File: config.mk
export PLATFORM = sky130hd
export DESIGN_NAME = input_sequencer
export DESIGN_NICKNAME = d
export VERILOG_FILES = /design/src/rtl/input_sequencer_pkg.sv /design/src/rtl/input_sequencer_key_debounce.sv /design/src/rtl/input_sequencer.sv
export SDC_FILE = /design/constraint.sdc
export NUM_CORES = 1
export LEC_CHECK = 0
export CORE_MARGIN = 8
export CORE_UTILIZATION = 30
export CTS_CLUSTER_SIZE = 28
export DETAILED_ROUTE_END_ITERATION = 12
export GPL_TIMING_DRIVEN = 0
export SLEW_MARGIN = 20
export SYNTH_ARGS = -nofsm -noshare
export SYNTH_HDL_FRONTEND = slang
export SYNTH_HIERARCHICAL = 1
export SYNTH_SLANG_ARGS = --single-unit
File: constraint.sdc
create_clock -name clk -period 2.8 [get_ports clk]
set_clock_uncertainty 0.1 [all_clocks]
set_input_delay 0.56 -clock clk [delete_from_list [all_inputs] [get_ports clk]]
set_output_delay 0.56 -clock clk [all_outputs]
set_load 0.01 [all_outputs]
File: src/rtl/input_sequencer_pkg.sv
`default_nettype none
// ============================================================================
// Module      : input_sequencer_pkg
// Description : Shared constants for the ALU input sequencer (widths, FSM codes)
// Revision    : 1.0 - initial release
// ============================================================================
package input_sequencer_pkg;

    localparam int DATA_W  = 6;
    localparam int OP_W    = 2;
    localparam int STATE_W = 2;

    localparam logic [STATE_W-1:0] S_A    = 2'd0;
    localparam logic [STATE_W-1:0] S_B    = 2'd1;
    localparam logic [STATE_W-1:0] S_OP   = 2'd2;
    localparam logic [STATE_W-1:0] S_SHOW = 2'd3;

    // Idle level of an active-low push-button.
    localparam logic KEY_RELEASED = 1'b1;

endpackage
`default_nettype wire

File: src/rtl/input_sequencer_key_debounce.sv
`default_nettype none
// ============================================================================
// Module      : key_debounce
// Description : 2-flop synchroniser, debounce counter and one-cycle press pulse
// Revision    : 1.0 - initial release
// ============================================================================
module key_debounce
    import input_sequencer_pkg::*;
#(
    parameter int DEBOUNCE_CYCLES = 50000
) (
    input  logic clk,
    input  logic rst,
    input  logic key_n_i,
    output logic press_o
);

    localparam int               CNT_W    = (DEBOUNCE_CYCLES > 1) ? $clog2(DEBOUNCE_CYCLES) : 1;
    localparam logic [CNT_W-1:0] CNT_LAST = CNT_W'(DEBOUNCE_CYCLES - 1);

    logic             sync1_q;
    logic             sync2_q;
    logic             level_q;
    logic             level_d;
    logic             press_q;
    logic             press_d;
    logic [CNT_W-1:0] cnt_q;
    logic [CNT_W-1:0] cnt_d;

    // The counter only runs while the synchronised key disagrees with the
    // accepted level; the last disagreeing cycle flips the level.
    always_comb begin
        cnt_d   = '0;
        level_d = level_q;
        press_d = 1'b0;
        if (sync2_q != level_q) begin
            if (cnt_q == CNT_LAST) begin
                level_d = sync2_q;
                press_d = ~sync2_q;
            end else begin
                cnt_d = cnt_q + CNT_W'(1);
            end
        end
    end

    always_ff @(posedge clk or posedge rst) begin
        if (rst) begin
            sync1_q <= KEY_RELEASED;
            sync2_q <= KEY_RELEASED;
            level_q <= KEY_RELEASED;
            cnt_q   <= '0;
            press_q <= 1'b0;
        end else begin
            sync1_q <= key_n_i;
            sync2_q <= sync1_q;
            level_q <= level_d;
            cnt_q   <= cnt_d;
            press_q <= press_d;
        end
    end

    assign press_o = press_q;

endmodule
`default_nettype wire

File: src/rtl/input_sequencer.sv
`default_nettype none
// ============================================================================
// Module      : input_sequencer
// Description : Debounced two-key sequencer latching ALU operands A, B and opcode
// Revision    : 1.0 - initial release
// ============================================================================
module input_sequencer
    import input_sequencer_pkg::*;
#(
    parameter int DEBOUNCE_CYCLES = 50000
) (
    input  logic               clk,
    input  logic               rst,
    input  logic               key_enter_n,
    input  logic               key_clear_n,
    input  logic [DATA_W-1:0]  data_in,
    output logic [DATA_W-1:0]  a_out,
    output logic [DATA_W-1:0]  b_out,
    output logic [OP_W-1:0]    op_out,
    output logic               valid_out,
    output logic [STATE_W-1:0] state_out
);

    logic               enter_press;
    logic               clear_press;

    logic [STATE_W-1:0] state_q;
    logic [STATE_W-1:0] state_d;
    logic [DATA_W-1:0]  a_q;
    logic [DATA_W-1:0]  a_d;
    logic [DATA_W-1:0]  b_q;
    logic [DATA_W-1:0]  b_d;
    logic [OP_W-1:0]    op_q;
    logic [OP_W-1:0]    op_d;
    logic               valid_q;
    logic               valid_d;

    key_debounce #(
        .DEBOUNCE_CYCLES (DEBOUNCE_CYCLES)
    ) u_enter_db (
        .clk     (clk),
        .rst     (rst),
        .key_n_i (key_enter_n),
        .press_o (enter_press)
    );

    key_debounce #(
        .DEBOUNCE_CYCLES (DEBOUNCE_CYCLES)
    ) u_clear_db (
        .clk     (clk),
        .rst     (rst),
        .key_n_i (key_clear_n),
        .press_o (clear_press)
    );

    // Clear has priority over a simultaneous enter.
    always_comb begin
        state_d = state_q;
        a_d     = a_q;
        b_d     = b_q;
        op_d    = op_q;
        if (clear_press) begin
            state_d = S_A;
            a_d     = '0;
            b_d     = '0;
            op_d    = '0;
        end else if (enter_press) begin
            case (state_q)
                S_A: begin
                    a_d     = data_in;
                    state_d = S_B;
                end
                S_B: begin
                    b_d     = data_in;
                    state_d = S_OP;
                end
                S_OP: begin
                    op_d    = data_in[OP_W-1:0];
                    state_d = S_SHOW;
                end
                default: state_d = S_A;
            endcase
        end
        valid_d = (state_d == S_SHOW);
    end

    always_ff @(posedge clk or posedge rst) begin
        if (rst) begin
            state_q <= S_A;
            a_q     <= '0;
            b_q     <= '0;
            op_q    <= '0;
            valid_q <= 1'b0;
        end else begin
            state_q <= state_d;
            a_q     <= a_d;
            b_q     <= b_d;
            op_q    <= op_d;
            valid_q <= valid_d;
        end
    end

    assign a_out     = a_q;
    assign b_out     = b_q;
    assign op_out    = op_q;
    assign valid_out = valid_q;
    assign state_out = state_q;

endmodule
`default_nettype wire

==> results of run 1 <==
cell usage in the layout, fill, tap and decap left out, types with 3 or more instances in the layout:
master,synthesis,final
nand2_1,7,7
a21oi_1,3,3
dfrtp_1,51,51
xor2_1,6,6
clkdlybuf4s50_1,0,26
nor4bb_1,4,4
clkbuf_1,2,3
and3_1,4,4
nor4_1,6,6
clkbuf_8,0,10
dfstp_2,6,6
nor3_1,8,8
nand4_2,4,4
ha_1,5,5
mux2i_1,15,15
nand4_1,4,4
nor2_1,34,34
nand2b_1,20,20
nand3_1,8,8
inv_1,13,13
xnor2_1,23,23
logic make-up (layout without fill, tap and decap cells):
| family | count (synthesis) | in the layout | synth area share |
|---|---|---|---|
| mux | 17 | 17 | 0.0637 |
| flops | 57 | 57 | 0.529 |
| simple gates | 115 | 115 | 0.247 |
| fa+ha+maj | 5 | 5 | 0.0231 |
| xor+xnor | 29 | 29 | 0.0936 |
| compound gates | 5 | 5 | 0.0111 |
| buf+inv | 19 | 61 | 0.0328 |
flip-flops by register name (all words and copies together) (netlist names):
signal              count
u_enter_db/press_o      1
u_clear_db/level_q      1
u_clear_db/press_o      1
u_clear_db/sync2_q      1
u_enter_db/level_q      1
u_enter_db/sync1_q      1
u_clear_db/sync1_q      1
b_out                   6
a_out                   6
state_out               2
u_enter_db/cnt_q       16
op_out                  2
u_enter_db/sync2_q      1
u_clear_db/cnt_q       16
valid_out               1
stage by stage:
step	cells	total power, mW	setup slack, ns
2_1_floorplan	247	0.909	1.17
3_3_place_gp	381	0.947	1.02
3_5_place_dp	381	0.949	1.01
4_1_cts	397	1.72	0.747
5_1_grt	397	1.76	0.716
6_report	397	1.69	0.777
path summary, 6_finish.rpt:
check	slack, ns	cells after the start	end	start
max	0.78	1	state_out[0]	state_out[0]
min	0.26	0	u_clear_db/sync2_q	u_clear_db/sync1_q
max reg2reg	1.03	4	u_enter_db/cnt_q[14]	u_enter_db/cnt_q[7]
min reg2reg	0.26	0	u_clear_db/sync2_q	u_clear_db/sync1_q
max in group asynchronous	1.46	2	u_enter_db/cnt_q[10]	rst
min in group asynchronous	0.61	2	op_out[0]	rst
where the power goes:
part | internal, mW | switching, mW
logic | 0.0349 | 0.0423
registers | 0.842 | 0.0122
clock network | 0.432 | 0.323
total | 1.31 | 0.377
layout make-up:
type | instances | area (um2)
clock inverters | 5 | 55.1
multi-input cells | 171 | 1190
inverters | 13 | 48.8
fillers | 864 | 5460
plain buffers | 6 | 40.0
repair buffers | 26 | 260
clock buffers | 11 | 141
flip-flops and latches | 57 | 1430
well taps | 108 | 135
layer usage:
| layer | track usage | vias up | part of all wire |
|---|---|---|---|
| li1 | - | 910 | - |
| met1 | 0.104 | 927 | 0.46 |
| met2 | 0.144 | 35 | 0.47 |
| met3 | 0.0254 | 10 | 0.044 |
| met4 | 0.0587 | 0 | 0.023 |
| met5 | 0 | - | 0 |
==> results.sh, run 1 <==
export IMPL_status="finished, final reports clean"
export IMPL_fp_dieW_um=111
export IMPL_diodes=0
export IMPL_clkLatencyLatePin_ns=0.33
export IMPL_synth_edff_count=0
export IMPL_io_buffers=26
export IMPL_hold_violations=0
export IMPL_cts_tree="yes"
export IMPL_synth_area_leader_cell="dfrtp_1"
export IMPL_ctsResizeCount=0
export IMPL_final_setup_viol_count=0
export IMPL_post_route_util=0.377
export IMPL_layout_drive_gt1_share=0.121
export IMPL_slowest_delay_ns=0.58
export IMPL_htreeDepth=3
export IMPL_synth_nets=262
export IMPL_synth_common_cells="dfrtp_1, nor2_1, xnor2_1"
export IMPL_synth_async_reset_ratio=1.00
export IMPL_cts_root_buf="clkbuf_8"
export IMPL_synth_seq_area_share=0.529
export IMPL_synth_cell_types=32
export IMPL_vdd_drop_max_mv=0.199
export IMPL_place_hpwl_mm=3.65
export IMPL_via_per_inst=4.74
export IMPL_rsz0062_at_grt="no"
export IMPL_start_util=0.310
export IMPL_dr_total_vias=1882
export IMPL_power_density_nw_per_um2=510
export IMPL_cts_repair_timing_setup_buffer_count=0
export IMPL_hold_ws_ns=0.257
export IMPL_ant_nets=0
export IMPL_crit_arrival_ns=1.36
export IMPL_synth_top_area_share=0.470
export IMPL_routed_wl_mm=5.11
export IMPL_yosys_warnings=6
export IMPL_numCtsBuffers=9
export IMPL_crit_path_cell_trace="clkdlybuf4s50_1"
export IMPL_netlist_top_cells_area="dfrtp_1, xnor2_1, dfstp_2"
export IMPL_synth_main_ff_cell="dfrtp_1"
export IMPL_track_usage=0.0902
export IMPL_synthCells=247
export IMPL_period_share=0.723
export IMPL_fin_tns_setup_ns=0
export IMPL_nets=299
export IMPL_grt_max_degree=21
export IMPL_grt_remaining_overflow=0
export IMPL_drt_iter0_markers=73
export IMPL_drv_slew=0
export IMPL_finalInstanceArea_um2=3300
export IMPL_crit_family="buffers and inverters"
export IMPL_crit_path_max_fanout=6
export IMPL_netlist_area_um2=2710
export IMPL_ys_ff_latch=57
export IMPL_wire_per_inst_um=12.9
export IMPL_grt_pass1_wl_mm=9.20
export IMPL_core_area_um2=8760
export IMPL_clkTransAtPathRegs_ns=0.07
export IMPL_tightest_slew_ns=0.759
export IMPL_slowest_stage="clkdlybuf4s50_1"
export IMPL_rows=34
export IMPL_worstPathBufferInverterCount=1
export IMPL_drtPass1Iterations=4
export IMPL_die_area_um2=12300
export IMPL_yosysMostFrequentCell="dfrtp_1"
export IMPL_period_minus_slack_ns=2.02
export IMPL_area_growth_pct=21.8
export IMPL_hp_class="flip-flop to flip-flop"
export IMPL_worstSetupEndpointType="output pin"
export IMPL_cp_start_kind="flip-flop"
export IMPL_grt_pass1_vias=1983
export IMPL_antenna_found_initial=0
export IMPL_leakagePower_nw=1.39
export IMPL_drv_cap=0
export IMPL_place_congestion=0.758
export IMPL_dpl_cell_area_um2=3110
export IMPL_ios=27
export IMPL_cp_required_ns=2.14
export IMPL_fp_dieH_um=111
export IMPL_fmax_mhz=494
export IMPL_synth_area_per_cell_um2=11.0
export IMPL_critical_path_class="flip-flop to output pin"
export IMPL_cts_hold_buf=0
export IMPL_clock_sinks=57
export IMPL_drcViolationCount=0
export IMPL_slew_headroom=0.493
export IMPL_cts_max_path_buffers=2
No activity file was read; power rests on OpenSTA's default activity.
==> run 2, diff against run 1 <==
==> constraint.sdc (replaced) <==
create_clock -name clk -period 1.9 [get_ports clk]
set_clock_uncertainty 0.1 [all_clocks]
set_input_delay 0.38 -clock clk [delete_from_list [all_inputs] [get_ports clk]]
set_output_delay 0.38 -clock clk [all_outputs]
set_load 0.01 [all_outputs]
==> results.sh, run 2 (synthesis gave the netlist of run 1 again) <==
export IMPL_status="finished, final reports clean"
export IMPL_dr_total_vias=1885
export IMPL_min_from="u_clear_db/sync1_q"
export IMPL_largestRegisters="u_clear_db/cnt_q: 16 flops, u_enter_db/cnt_q: 16 flops"
export IMPL_slowest_delay_ns=0.58
export IMPL_whs_endpoint="u_clear_db/sync2_q"
export IMPL_drtPass1Iterations=4
export IMPL_track_usage=0.0902
export IMPL_antenna_found_initial=0
export IMPL_clock_sinks=57
export IMPL_cts_max_path_buffers=2
export IMPL_fp_dieH_um=111
export IMPL_ctsResizeCount=0
export IMPL_drt_iter0_markers=61
export IMPL_layout_drive_gt1_share=0.131
export IMPL_reg2reg_from="u_enter_db/cnt_q[7]"
export IMPL_fmax_mhz=550
export IMPL_drv_slew=0
export IMPL_grt_pass1_wl_mm=9.20
export IMPL_period_minus_slack_ns=1.82
export IMPL_rows=34
export IMPL_grt_pass1_vias=1983
export IMPL_dp_cells=381
export IMPL_layout_common_cells="dfrtp_1, nor2_1, clkdlybuf4s50_1, xnor2_1, nand2b_1"
export IMPL_critical_path_class="flip-flop to output pin"
export IMPL_core_area_um2=8760
export IMPL_via_per_inst=4.75
export IMPL_diodes=0
export IMPL_io_buffers=26
export IMPL_whs_path_depth=0
export IMPL_drcViolationCount=0
export IMPL_cts_root_buf="clkbuf_8"
export IMPL_worstPathBufferInverterCount=1
export IMPL_fin_tns_setup_ns=0
export IMPL_hold_violations=0
export IMPL_vdd_drop_max_mv=0.293
export IMPL_num_fill_cells=863
export IMPL_htreeDepth=3
export IMPL_wire_per_inst_um=13.0
export IMPL_numCtsBuffers=9
export IMPL_ant_nets=0
export IMPL_tightest_slew_ns=0.760
export IMPL_regToRegEndpoint="u_enter_db/cnt_q[14]"
export IMPL_die_area_um2=12300
export IMPL_grt_max_degree=21
export IMPL_crit_arrival_ns=1.34
export IMPL_crit_path_max_fanout=5
export IMPL_cp_start_kind="flip-flop"
export IMPL_ios=27
export IMPL_place_hpwl_mm=3.65
export IMPL_power_density_nw_per_um2=751
export IMPL_multi_input_comb_area_um2=1200
export IMPL_clkTransAtPathRegs_ns=0.07
export IMPL_slew_headroom=0.493
export IMPL_worstRegToRegCells=4
export IMPL_period_share=0.957
export IMPL_cts_tree="yes"
export IMPL_worstSetupEndpointType="output pin"
export IMPL_place_congestion=0.758
export IMPL_layout_commonest_cell="dfrtp_1"
export IMPL_ff2ff_setup_slack_ns=0.12
export IMPL_crit_path_cell_trace="clkdlybuf4s50_1"
export IMPL_cts_hold_buf=0
export IMPL_leakagePower_nw=1.39
export IMPL_area_growth_pct=22.3
export IMPL_nets=299
export IMPL_seqCellArea_um2=1440
export IMPL_worstSetupPathDepth=1
export IMPL_critPathLaunch="state_out[1]"
export IMPL_clkLatencyLatePin_ns=0.33
export IMPL_final_setup_viol_count=0
export IMPL_routed_wl_mm=5.15
export IMPL_fin_cells=397
export IMPL_rsz0062_at_grt="no"
export IMPL_slowest_stage="clkdlybuf4s50_1"
export IMPL_cts_repair_timing_setup_buffer_count=0
export IMPL_cp_required_ns=1.42
export IMPL_crit_family="buffers and inverters"
export IMPL_drv_cap=0
export IMPL_grt_remaining_overflow=0
export IMPL_fp_dieW_um=111
export IMPL_hp_class="flip-flop to flip-flop"
export IMPL_start_util=0.310
[run 2: how the worst max path moves through the flow]
stage,endpoint,slack (ns)
after floorplan,u_clear_db/cnt_q[14],0.27
final,state_out[1],0.08
after global placement,u_clear_db/cnt_q[10],0.12
after global routing,u_clear_db/cnt_q[12],0.005
after CTS,state_out[0],0.03
after detailed placement,u_clear_db/cnt_q[10],0.13
[run 2: where the power goes]
part	internal [mW]	total [mW]	switching [mW]
Clock	0.637	1.12	0.483
Combinational	0.0515	0.114	0.0622
Sequential	1.24	1.26	0.0179
[run 2: per-layer routing]
metal | GRT usage | vias up | wire, um
met1 | 0.104 | 931 | 2420
met3 | 0.0254 | 10 | 206
met2 | 0.144 | 33 | 2410
met4 | 0.0587 | 0 | 119
met5 | 0 | - | 0
li1 | - | 911 | -
[run 2: cell type report]
cell class	count	area share
flip-flops and latches	57	0.433
multi-input cells	171	0.362
repair buffers	26	0.0784
clock buffers	11	0.0426
well taps	108	0.0407
clock inverters	5	0.0166
inverters	13	0.0147
plain buffers	6	0.0121
[run 2: metrics by stage]
step                      hold slack [ns]  power (mW)  cell area, um2  setup WS [ns]  utilization
after global routing                0.263        2.60            3320        0.00534        0.379
after detailed placement            0.248        1.40            3110          0.125        0.355
final                               0.257        2.49            3320         0.0822        0.379
after floorplan                     0.206        1.34            2710          0.270            -
after global placement              0.248        1.40            3110          0.122        0.355
after CTS                           0.258        2.54            3300         0.0272        0.377
